**src/rtl/axi4_wr_arbiter_if.sv**
```systemverilog
`default_nettype none
// ---------------------------------------------------------------------------
// axi4_wr_arbiter_if : requester-side bursts plus the shared AXI4 write port
// Rev 1.0
// ---------------------------------------------------------------------------
interface axi4_wr_arbiter_if #(
  parameter int NUM_PORTS = 4,
  parameter int DWIDTH    = 64,
  parameter int AWIDTH    = 32,
  parameter int IDWIDTH   = 4
);
  logic [NUM_PORTS-1:0]          req_valid;
  logic [NUM_PORTS-1:0]          req_ready;
  logic [NUM_PORTS*AWIDTH-1:0]   req_addr;
  logic [NUM_PORTS*8-1:0]        req_len;
  logic [NUM_PORTS*DWIDTH-1:0]   s_w_data;
  logic [NUM_PORTS*DWIDTH/8-1:0] s_w_strb;
  logic [NUM_PORTS-1:0]          s_w_last;
  logic [NUM_PORTS-1:0]          s_w_valid;
  logic [NUM_PORTS-1:0]          s_w_ready;
  logic [NUM_PORTS-1:0]          done_valid;
  logic [1:0]                    done_resp;
  logic                          err_len;
  logic                          err_id;

  logic [IDWIDTH-1:0]  m_aw_id;
  logic [AWIDTH-1:0]   m_aw_addr;
  logic [7:0]          m_aw_len;
  logic [2:0]          m_aw_size;
  logic [1:0]          m_aw_burst;
  logic                m_aw_lock;
  logic [3:0]          m_aw_cache;
  logic [2:0]          m_aw_prot;
  logic [3:0]          m_aw_qos;
  logic                m_aw_valid;
  logic                m_aw_ready;
  logic [DWIDTH-1:0]   m_w_data;
  logic [DWIDTH/8-1:0] m_w_strb;
  logic                m_w_last;
  logic                m_w_valid;
  logic                m_w_ready;
  logic [IDWIDTH-1:0]  m_b_id;
  logic [1:0]          m_b_resp;
  logic                m_b_valid;
  logic                m_b_ready;

  // master: the arbiter itself, driving the AXI4 write port
  modport master (
    input  req_valid, req_addr, req_len, s_w_data, s_w_strb, s_w_last, s_w_valid,
    output req_ready, s_w_ready, done_valid, done_resp, err_len, err_id,
    output m_aw_id, m_aw_addr, m_aw_len, m_aw_size, m_aw_burst, m_aw_lock,
           m_aw_cache, m_aw_prot, m_aw_qos, m_aw_valid,
    input  m_aw_ready,
    output m_w_data, m_w_strb, m_w_last, m_w_valid,
    input  m_w_ready, m_b_id, m_b_resp, m_b_valid,
    output m_b_ready
  );

  modport slave (
    output req_valid, req_addr, req_len, s_w_data, s_w_strb, s_w_last, s_w_valid,
    input  req_ready, s_w_ready, done_valid, done_resp, err_len, err_id,
    input  m_aw_id, m_aw_addr, m_aw_len, m_aw_size, m_aw_burst, m_aw_lock,
           m_aw_cache, m_aw_prot, m_aw_qos, m_aw_valid,
    output m_aw_ready,
    input  m_w_data, m_w_strb, m_w_last, m_w_valid,
    output m_w_ready, m_b_id, m_b_resp, m_b_valid,
    input  m_b_ready
  );
endinterface
`default_nettype wire

```
**src/rtl/axi4_wr_arbiter.sv**
```systemverilog
`default_nettype none
// ---------------------------------------------------------------------------
// axi4_wr_arbiter : round-robin sharing of one AXI4 write port, one burst at a time
// Rev 1.0
// ---------------------------------------------------------------------------
module axi4_wr_arbiter #(
  parameter int NUM_PORTS = 4,
  parameter int DWIDTH    = 64,
  parameter int AWIDTH    = 32,
  parameter int IDWIDTH   = 4
) (
  input logic               clk,
  input logic               reset_n,
  axi4_wr_arbiter_if.master bus
);
  localparam int         GW        = (NUM_PORTS > 1) ? $clog2(NUM_PORTS) : 1;
  localparam int         SW        = DWIDTH / 8;
  localparam logic [2:0] C_AW_SIZE = 3'($clog2(SW));

  typedef enum logic [1:0] {IDLE = 2'd0, ADDR = 2'd1, DATA = 2'd2, RESP = 2'd3} state_t;

  state_t               state_q, state_d;
  logic [GW-1:0]        grant_q, grant_d;
  logic [GW-1:0]        last_grant_q, last_grant_d;
  logic [AWIDTH-1:0]    addr_q, addr_d;
  logic [7:0]           len_q, len_d;
  logic [7:0]           cnt_q, cnt_d;
  logic                 err_len_q, err_len_d;
  logic                 err_id_q, err_id_d;
  logic [NUM_PORTS-1:0] done_valid_q, done_valid_d;
  logic [1:0]           done_resp_q, done_resp_d;

  logic                 found;
  logic [GW-1:0]        pick;
  logic                 beat_last;

  // Search starts just past the previous winner so every port gets a turn.
  always_comb begin
    found = 1'b0;
    pick  = '0;
    for (int k = 1; k <= NUM_PORTS; k++) begin
      if (!found && bus.req_valid[(int'(last_grant_q) + k) % NUM_PORTS]) begin
        found = 1'b1;
        pick  = GW'((int'(last_grant_q) + k) % NUM_PORTS);
      end
    end
  end

  assign beat_last = (cnt_q == len_q);

  always_comb begin
    state_d      = state_q;
    grant_d      = grant_q;
    last_grant_d = last_grant_q;
    addr_d       = addr_q;
    len_d        = len_q;
    cnt_d        = cnt_q;
    err_len_d    = err_len_q;
    err_id_d     = err_id_q;
    done_valid_d = '0;
    done_resp_d  = done_resp_q;

    bus.req_ready  = '0;
    bus.s_w_ready  = '0;
    bus.m_aw_id    = '0;
    bus.m_aw_addr  = '0;
    bus.m_aw_len   = '0;
    bus.m_aw_size  = '0;
    bus.m_aw_burst = '0;
    bus.m_aw_lock  = 1'b0;
    bus.m_aw_cache = '0;
    bus.m_aw_prot  = '0;
    bus.m_aw_qos   = '0;
    bus.m_aw_valid = 1'b0;
    bus.m_w_data   = '0;
    bus.m_w_strb   = '0;
    bus.m_w_last   = 1'b0;
    bus.m_w_valid  = 1'b0;
    bus.m_b_ready  = 1'b0;

    case (state_q)
      IDLE: begin
        if (found) begin
          grant_d = pick;
          addr_d  = bus.req_addr[pick*AWIDTH +: AWIDTH];
          len_d   = bus.req_len[pick*8 +: 8];
          state_d = ADDR;
        end
      end
      ADDR: begin
        bus.m_aw_valid         = 1'b1;
        bus.m_aw_id            = IDWIDTH'(grant_q);
        bus.m_aw_addr          = addr_q;
        bus.m_aw_len           = len_q;
        bus.m_aw_size          = C_AW_SIZE;
        bus.m_aw_burst         = 2'b01;
        bus.req_ready[grant_q] = bus.m_aw_ready;
        if (bus.m_aw_ready) begin
          cnt_d   = '0;
          state_d = DATA;
        end
      end
      DATA: begin
        bus.m_w_valid          = bus.s_w_valid[grant_q];
        bus.m_w_data           = bus.s_w_data[grant_q*DWIDTH +: DWIDTH];
        bus.m_w_strb           = bus.s_w_strb[grant_q*SW +: SW];
        bus.m_w_last           = beat_last;
        bus.s_w_ready[grant_q] = bus.m_w_ready;
        // Framing comes from the counter; the requester's last flag is only audited.
        if (bus.m_w_valid && bus.m_w_ready) begin
          cnt_d = cnt_q + 8'd1;
          if (bus.s_w_last[grant_q] != beat_last) err_len_d = 1'b1;
          if (beat_last) state_d = RESP;
        end
      end
      RESP: begin
        bus.m_b_ready = 1'b1;
        if (bus.m_b_valid) begin
          done_valid_d[grant_q] = 1'b1;
          done_resp_d           = bus.m_b_resp;
          if (bus.m_b_id != IDWIDTH'(grant_q)) err_id_d = 1'b1;
          last_grant_d = grant_q;
          state_d      = IDLE;
        end
      end
      default: state_d = IDLE;
    endcase
  end

  always_ff @(posedge clk or negedge reset_n) begin
    if (!reset_n) begin
      state_q      <= IDLE;
      grant_q      <= '0;
      last_grant_q <= GW'(NUM_PORTS - 1);
      addr_q       <= '0;
      len_q        <= '0;
      cnt_q        <= '0;
      err_len_q    <= 1'b0;
      err_id_q     <= 1'b0;
      done_valid_q <= '0;
      done_resp_q  <= '0;
    end else begin
      state_q      <= state_d;
      grant_q      <= grant_d;
      last_grant_q <= last_grant_d;
      addr_q       <= addr_d;
      len_q        <= len_d;
      cnt_q        <= cnt_d;
      err_len_q    <= err_len_d;
      err_id_q     <= err_id_d;
      done_valid_q <= done_valid_d;
      done_resp_q  <= done_resp_d;
    end
  end

  assign bus.done_valid = done_valid_q;
  assign bus.done_resp  = done_resp_q;
  assign bus.err_len    = err_len_q;
  assign bus.err_id     = err_id_q;

endmodule
`default_nettype wire

```
**src/flat_wrapper.sv**
```systemverilog
// flat-port wrapper written by rule: the top's interface ports become plain ports
module axi4_wr_arbiter_flat 
#(
  parameter int NUM_PORTS = 4,
  parameter int DWIDTH    = 64,
  parameter int AWIDTH    = 32,
  parameter int IDWIDTH   = 4
)
  (clk, reset_n, bus_req_valid, bus_req_addr, bus_req_len, bus_s_w_data, bus_s_w_strb, bus_s_w_last, bus_s_w_valid, bus_req_ready, bus_s_w_ready, bus_done_valid, bus_done_resp, bus_err_len, bus_err_id, bus_m_aw_id, bus_m_aw_addr, bus_m_aw_len, bus_m_aw_size, bus_m_aw_burst, bus_m_aw_lock, bus_m_aw_cache, bus_m_aw_prot, bus_m_aw_qos, bus_m_aw_valid, bus_m_aw_ready, bus_m_w_data, bus_m_w_strb, bus_m_w_last, bus_m_w_valid, bus_m_w_ready, bus_m_b_id, bus_m_b_resp, bus_m_b_valid, bus_m_b_ready);
  axi4_wr_arbiter_if #(.NUM_PORTS(NUM_PORTS), .DWIDTH(DWIDTH), .AWIDTH(AWIDTH), .IDWIDTH(IDWIDTH)) bus_i ();
  input logic clk;
  input logic reset_n;
  input wire logic [$bits(bus_i.req_valid)-1:0] bus_req_valid;
  input wire logic [$bits(bus_i.req_addr)-1:0] bus_req_addr;
  input wire logic [$bits(bus_i.req_len)-1:0] bus_req_len;
  input wire logic [$bits(bus_i.s_w_data)-1:0] bus_s_w_data;
  input wire logic [$bits(bus_i.s_w_strb)-1:0] bus_s_w_strb;
  input wire logic [$bits(bus_i.s_w_last)-1:0] bus_s_w_last;
  input wire logic [$bits(bus_i.s_w_valid)-1:0] bus_s_w_valid;
  output wire logic [$bits(bus_i.req_ready)-1:0] bus_req_ready;
  output wire logic [$bits(bus_i.s_w_ready)-1:0] bus_s_w_ready;
  output wire logic [$bits(bus_i.done_valid)-1:0] bus_done_valid;
  output wire logic [$bits(bus_i.done_resp)-1:0] bus_done_resp;
  output wire logic [$bits(bus_i.err_len)-1:0] bus_err_len;
  output wire logic [$bits(bus_i.err_id)-1:0] bus_err_id;
  output wire logic [$bits(bus_i.m_aw_id)-1:0] bus_m_aw_id;
  output wire logic [$bits(bus_i.m_aw_addr)-1:0] bus_m_aw_addr;
  output wire logic [$bits(bus_i.m_aw_len)-1:0] bus_m_aw_len;
  output wire logic [$bits(bus_i.m_aw_size)-1:0] bus_m_aw_size;
  output wire logic [$bits(bus_i.m_aw_burst)-1:0] bus_m_aw_burst;
  output wire logic [$bits(bus_i.m_aw_lock)-1:0] bus_m_aw_lock;
  output wire logic [$bits(bus_i.m_aw_cache)-1:0] bus_m_aw_cache;
  output wire logic [$bits(bus_i.m_aw_prot)-1:0] bus_m_aw_prot;
  output wire logic [$bits(bus_i.m_aw_qos)-1:0] bus_m_aw_qos;
  output wire logic [$bits(bus_i.m_aw_valid)-1:0] bus_m_aw_valid;
  input wire logic [$bits(bus_i.m_aw_ready)-1:0] bus_m_aw_ready;
  output wire logic [$bits(bus_i.m_w_data)-1:0] bus_m_w_data;
  output wire logic [$bits(bus_i.m_w_strb)-1:0] bus_m_w_strb;
  output wire logic [$bits(bus_i.m_w_last)-1:0] bus_m_w_last;
  output wire logic [$bits(bus_i.m_w_valid)-1:0] bus_m_w_valid;
  input wire logic [$bits(bus_i.m_w_ready)-1:0] bus_m_w_ready;
  input wire logic [$bits(bus_i.m_b_id)-1:0] bus_m_b_id;
  input wire logic [$bits(bus_i.m_b_resp)-1:0] bus_m_b_resp;
  input wire logic [$bits(bus_i.m_b_valid)-1:0] bus_m_b_valid;
  output wire logic [$bits(bus_i.m_b_ready)-1:0] bus_m_b_ready;
  assign bus_i.req_valid = bus_req_valid;
  assign bus_i.req_addr = bus_req_addr;
  assign bus_i.req_len = bus_req_len;
  assign bus_i.s_w_data = bus_s_w_data;
  assign bus_i.s_w_strb = bus_s_w_strb;
  assign bus_i.s_w_last = bus_s_w_last;
  assign bus_i.s_w_valid = bus_s_w_valid;
  assign bus_req_ready = bus_i.req_ready;
  assign bus_s_w_ready = bus_i.s_w_ready;
  assign bus_done_valid = bus_i.done_valid;
  assign bus_done_resp = bus_i.done_resp;
  assign bus_err_len = bus_i.err_len;
  assign bus_err_id = bus_i.err_id;
  assign bus_m_aw_id = bus_i.m_aw_id;
  assign bus_m_aw_addr = bus_i.m_aw_addr;
  assign bus_m_aw_len = bus_i.m_aw_len;
  assign bus_m_aw_size = bus_i.m_aw_size;
  assign bus_m_aw_burst = bus_i.m_aw_burst;
  assign bus_m_aw_lock = bus_i.m_aw_lock;
  assign bus_m_aw_cache = bus_i.m_aw_cache;
  assign bus_m_aw_prot = bus_i.m_aw_prot;
  assign bus_m_aw_qos = bus_i.m_aw_qos;
  assign bus_m_aw_valid = bus_i.m_aw_valid;
  assign bus_i.m_aw_ready = bus_m_aw_ready;
  assign bus_m_w_data = bus_i.m_w_data;
  assign bus_m_w_strb = bus_i.m_w_strb;
  assign bus_m_w_last = bus_i.m_w_last;
  assign bus_m_w_valid = bus_i.m_w_valid;
  assign bus_i.m_w_ready = bus_m_w_ready;
  assign bus_i.m_b_id = bus_m_b_id;
  assign bus_i.m_b_resp = bus_m_b_resp;
  assign bus_i.m_b_valid = bus_m_b_valid;
  assign bus_m_b_ready = bus_i.m_b_ready;
  axi4_wr_arbiter #(.NUM_PORTS(NUM_PORTS), .DWIDTH(DWIDTH), .AWIDTH(AWIDTH), .IDWIDTH(IDWIDTH)) u_core (.clk(clk), .reset_n(reset_n), .bus(bus_i));
endmodule
```
**config.mk**
```make
export PLATFORM = sky130hd
export DESIGN_NAME = axi4_wr_arbiter_flat
export DESIGN_NICKNAME = d
export VERILOG_FILES = /design/src/rtl/axi4_wr_arbiter_if.sv /design/src/rtl/axi4_wr_arbiter.sv /design/src/flat_wrapper.sv
export SDC_FILE = /design/constraint.sdc
export NUM_CORES = 1
export LEC_CHECK = 0
export CORE_AREA = 8 8 237 239
export DETAILED_ROUTE_END_ITERATION = 6
export DIE_AREA = 0 0 245 247
export GPL_ROUTABILITY_DRIVEN = 0
export PLACE_DENSITY = 0.41
export SLEW_MARGIN = 20
export SYNTH_ARGS = -nofsm -noshare
export SYNTH_HDL_FRONTEND = slang
export SYNTH_SLANG_ARGS = --single-unit
```
**constraint.sdc**
```tcl
create_clock -name clk -period 2 [get_ports clk]
set_input_delay 0.4 -clock clk [delete_from_list [all_inputs] [get_ports clk]]
set_output_delay 0.4 -clock clk [all_outputs]
set_load 0.02 [all_outputs]
```
==> impl_metrics.json <==
{
  "status": "complete, but fails checks",
  "failed_checks": "negative setup slack",
  "cap_violations": 0,
  "cp_slowest_cell": "mux4_2",
  "clockPowerShare_pct": 8.2,
  "leakagePower_uw": 0.006688,
  "dr.pass1.iters": 4,
  "routed_via_density": 3.951,
  "startpoint_type": "register",
  "wl_per_cell_um": 23.56,
  "yosysUniqueCellTypes": 48,
  "crit_required_ps": 1600,
  "hp-class": "in2async",
  "worst-setup-path-type": "reg2out",
  "p_sw_share_pct": 39.47,
  "core_um2": 52240,
  "syn-instance-count": 601,
  "slowest_delay_ps": 610,
  "cts_buffer_depth": 2,
  "die_w_um": 245,
  "synth_edf_count": 0,
  "crit_family": "multiplexers",
  "worst_slew_pin_slew_ps": 557.0,
  "finalWorstSetupSlack_ps": -448.6,
  "antenna_left": 0,
  "crit_fanout": 8,
  "ys_top_cells_by_area": "mux4_2 25%, dfrtp_1 23%, mux2i_1 12%",
  "cts_tree": "built",
  "min_period_over_period_pct": 122.4,
  "clockRootBuffer": "clkbuf_16",
  "ys_ff_latch": 62,
  "critPathBufInv": 3,
  "fin_util_pct": 32.14,
  "ys_seq_area_share_pct": 23.47,
  "final_max_slew_viol_count": 0,
  "avgSynthCellArea_um2": 11.02,
  "cts.clk_slew.worst_paths_ps": 60,
  "p_int_uw": 13110,
  "vias": 7929,
  "layout.cells.non_filler": 2007,
  "combPwrFrac_pct": 81.6,
  "drive_above_1_share_pct": 47.15,
  "fp-row-count": 84,
  "fin_skew_ps": 8.053,
  "power_density_nw_per_um2": 1290,
  "synth_ff_type": "dfrtp_1",
  "setup_violations": 162,
  "grt_max_degree": 35,
  "grtUsageTotal_pct": 14.61,
  "seq_power_share_pct": 10.2,
  "post-synth-top-area-fraction_pct": 25.17,
  "clk_latency_ps": 350,
  "io_buffers": 607,
  "preCtsSetupSlack_ps": -603.6,
  "gr-total-overflow": 0,
  "relSlewSlack_pct": 62.86,
  "hpwlAfterDp_mm": 37.02,
  "yosysWarningCount": 0,
  "pin_count": 624,
  "worstPathCellList": "buf_12, buf_12, mux4_2, and2_4, buf_6",
  "cpMostUsedCell": "buf_12",
  "critPathCaptureType": "primary output",
  "clock_sink_count": 62,
  "dp.cells": 1918,
  "die_area_um2": 60520,
  "numCtsBuffers": 9,
  "drc": 0,
  "cts_max_level": 3,
  "switchingPower_uw": 8549,
  "totalWireLength_mm": 47.29,
  "synth_area_um2": 6621,
  "grt_pass1_wl_mm": 64.49,
  "timing.fmax_mhz": 408.4,
  "whs_ps": 26.27,
  "die_h_um": 247,
  "rsz0062_at_grt": "yes",
  "antenna_found_initial": 6,
  "grt_pass1_vias": 8751,
  "drt_iter0_drc": 267,
  "power_uw": 21660,
  "holdBufCountCts": 0,
  "area_growth_pct": 153.6,
  "ir_worst_vdd_mv": 0.4839,
  "cp.arrival_ps": 2050,
  "async_flop_share_pct": 100.0,
  "initial_core_util_pct": 12.68,
  "fin_crit_ps": 2449,
  "hold_viol_final": 0,
  "synth_top_area_cell": "mux4_2",
  "nNetsFinal": 1789
}
==> power by group through the flow <==
stage          sequential [uW]  combinational, uW  clock [uW]
2_1_floorplan             2130               6900           0
3_3_place_gp              2200              12600           0
3_5_place_dp              2210              12600           0
4_1_cts                   2190              16900        1860
5_1_grt                   2270              18700        1910
6_report                  2200              17700        1770
==> final timing paths <==
path	startpoint	end	slack (ps)	cells past startpoint
worst max-delay path	u_core.grant_q[0]	bus_m_w_data[3]	-450	5
worst min-delay path	reset_n	u_core.addr_q[22]	30	1
worst max register to register	u_core.grant_q[0]	u_core.cnt_q[3]	-190	9
worst min register to register	u_core.bus.err_id	u_core.bus.err_id	480	1
max in group asynchronous	reset_n	u_core.cnt_q[1]	1390	2
min in group clk	u_core.bus.err_id	u_core.bus.err_id	480	1
==> worst register-to-register path, stage by stage, from the launching register on <==
cell and delay (ps):
dfrtp_4 440, buf_12 160, buf_12 150, mux4_2 550, buf_6 160, and2_4 150
buf_6 110, nand4_1 70, mux2i_1 200, o21ai_1 90
==> cells in the final DEF (no fill, tap or decap), types with 3 or more instances in the layout <==
cell type | netlist | final
o221ai_2 | 18 | 26
nand3_2 | 1 | 3
buf_4 | 32 | 59
mux2i_2 | 0 | 20
mux2i_1 | 82 | 30
xor2_1 | 14 | 14
nand2_4 | 0 | 3
buf_12 | 0 | 34
clkbuf_16 | 0 | 11
buf_8 | 0 | 16
buf_6 | 14 | 150
nor2_4 | 0 | 5
ha_1 | 6 | 4
nor2_2 | 0 | 4
o21ai_1 | 2 | 3
nor2_1 | 19 | 10
buf_2 | 5 | 7
nand2_1 | 53 | 49
mux2i_4 | 0 | 32
mux4_2 | 74 | 74
and2_1 | 116 | 3
mux2_2 | 5 | 5
dfrtp_1 | 60 | 56
conb_1 | 1 | 16
clkdlybuf4s50_1 | 0 | 475
and2_4 | 1 | 114
nand2b_4 | 0 | 4
o221ai_1 | 22 | 14
buf_16 | 0 | 14
==> per-stage QoR <==
step           setup TNS (ps)  cell area, um2
2_1_floorplan               0            6688
3_3_place_gp           -58270           13970
3_5_place_dp           -58370           13970
4_1_cts                -42770           16030
5_1_grt                -46440           16790
6_report               -33200           16790
==> logic make-up after synthesis <==
kind of cell	share of synthesized area (%)
AO/OA/AOI/OAI	8.957
XOR/XNOR	1.984
adder cells (fa/ha/maj)	1.134
buffers and inverters	8.050
flip-flops	23.47
multiplexers	38.64
other	0.05663
AND/OR/NAND/NOR	17.71
==> cells in the mapped netlist (all sizes together), types with 6 or more instances <==
library cell	count
nor2	19
mux4	74
o21ai	6
nand2	54
o221ai	40
and2	117
clkbuf	17
xor2	14
mux2i	82
nand2b	7
mux2	6
buf	58
ha	6
dfrtp	60
==> repair_timing <==
action	CTS	global route
pin swaps	74	56
setup endpoints to repair	173	179
setup buffers	49	19
gates resized for setup	885	207
gates cloned	18	2
==> final cells by class <==
cell class,instances,area (um2)
Fill cell,5389,35450
Timing Repair Buffer,760,8332
Multi-Input combinational cell,474,5682
Sequential cell,62,1564
Tap cell,688,860.8
Clock buffer,9,225.2
Clock inverter,7,97.59
Inverter,5,23.77
Antenna cell,2,5.005
==> state kept, by name, indices dropped and copies added, names as in the netlist <==
signal and count:
u_core.last_grant_q 2, u_core.state_q 2, u_core.grant_q 2, u_core.len_q 8, u_core.addr_q 32, u_core.bus.done_valid 4
u_core.bus.err_len 1, u_core.bus.done_resp 2, u_core.cnt_q 8, u_core.bus.err_id 1
==> metal layers <==
layer  up-vias  part of all wire [%]  track usage (%)
met2       313                    50            24.86
met4         4                   1.8            3.505
met5         -                 0.057                0
li1       3650                     -                -
met1      3922                    41            17.86
met3        40                   7.1            4.499
Note: power is estimated with default switching activity, not from simulation.
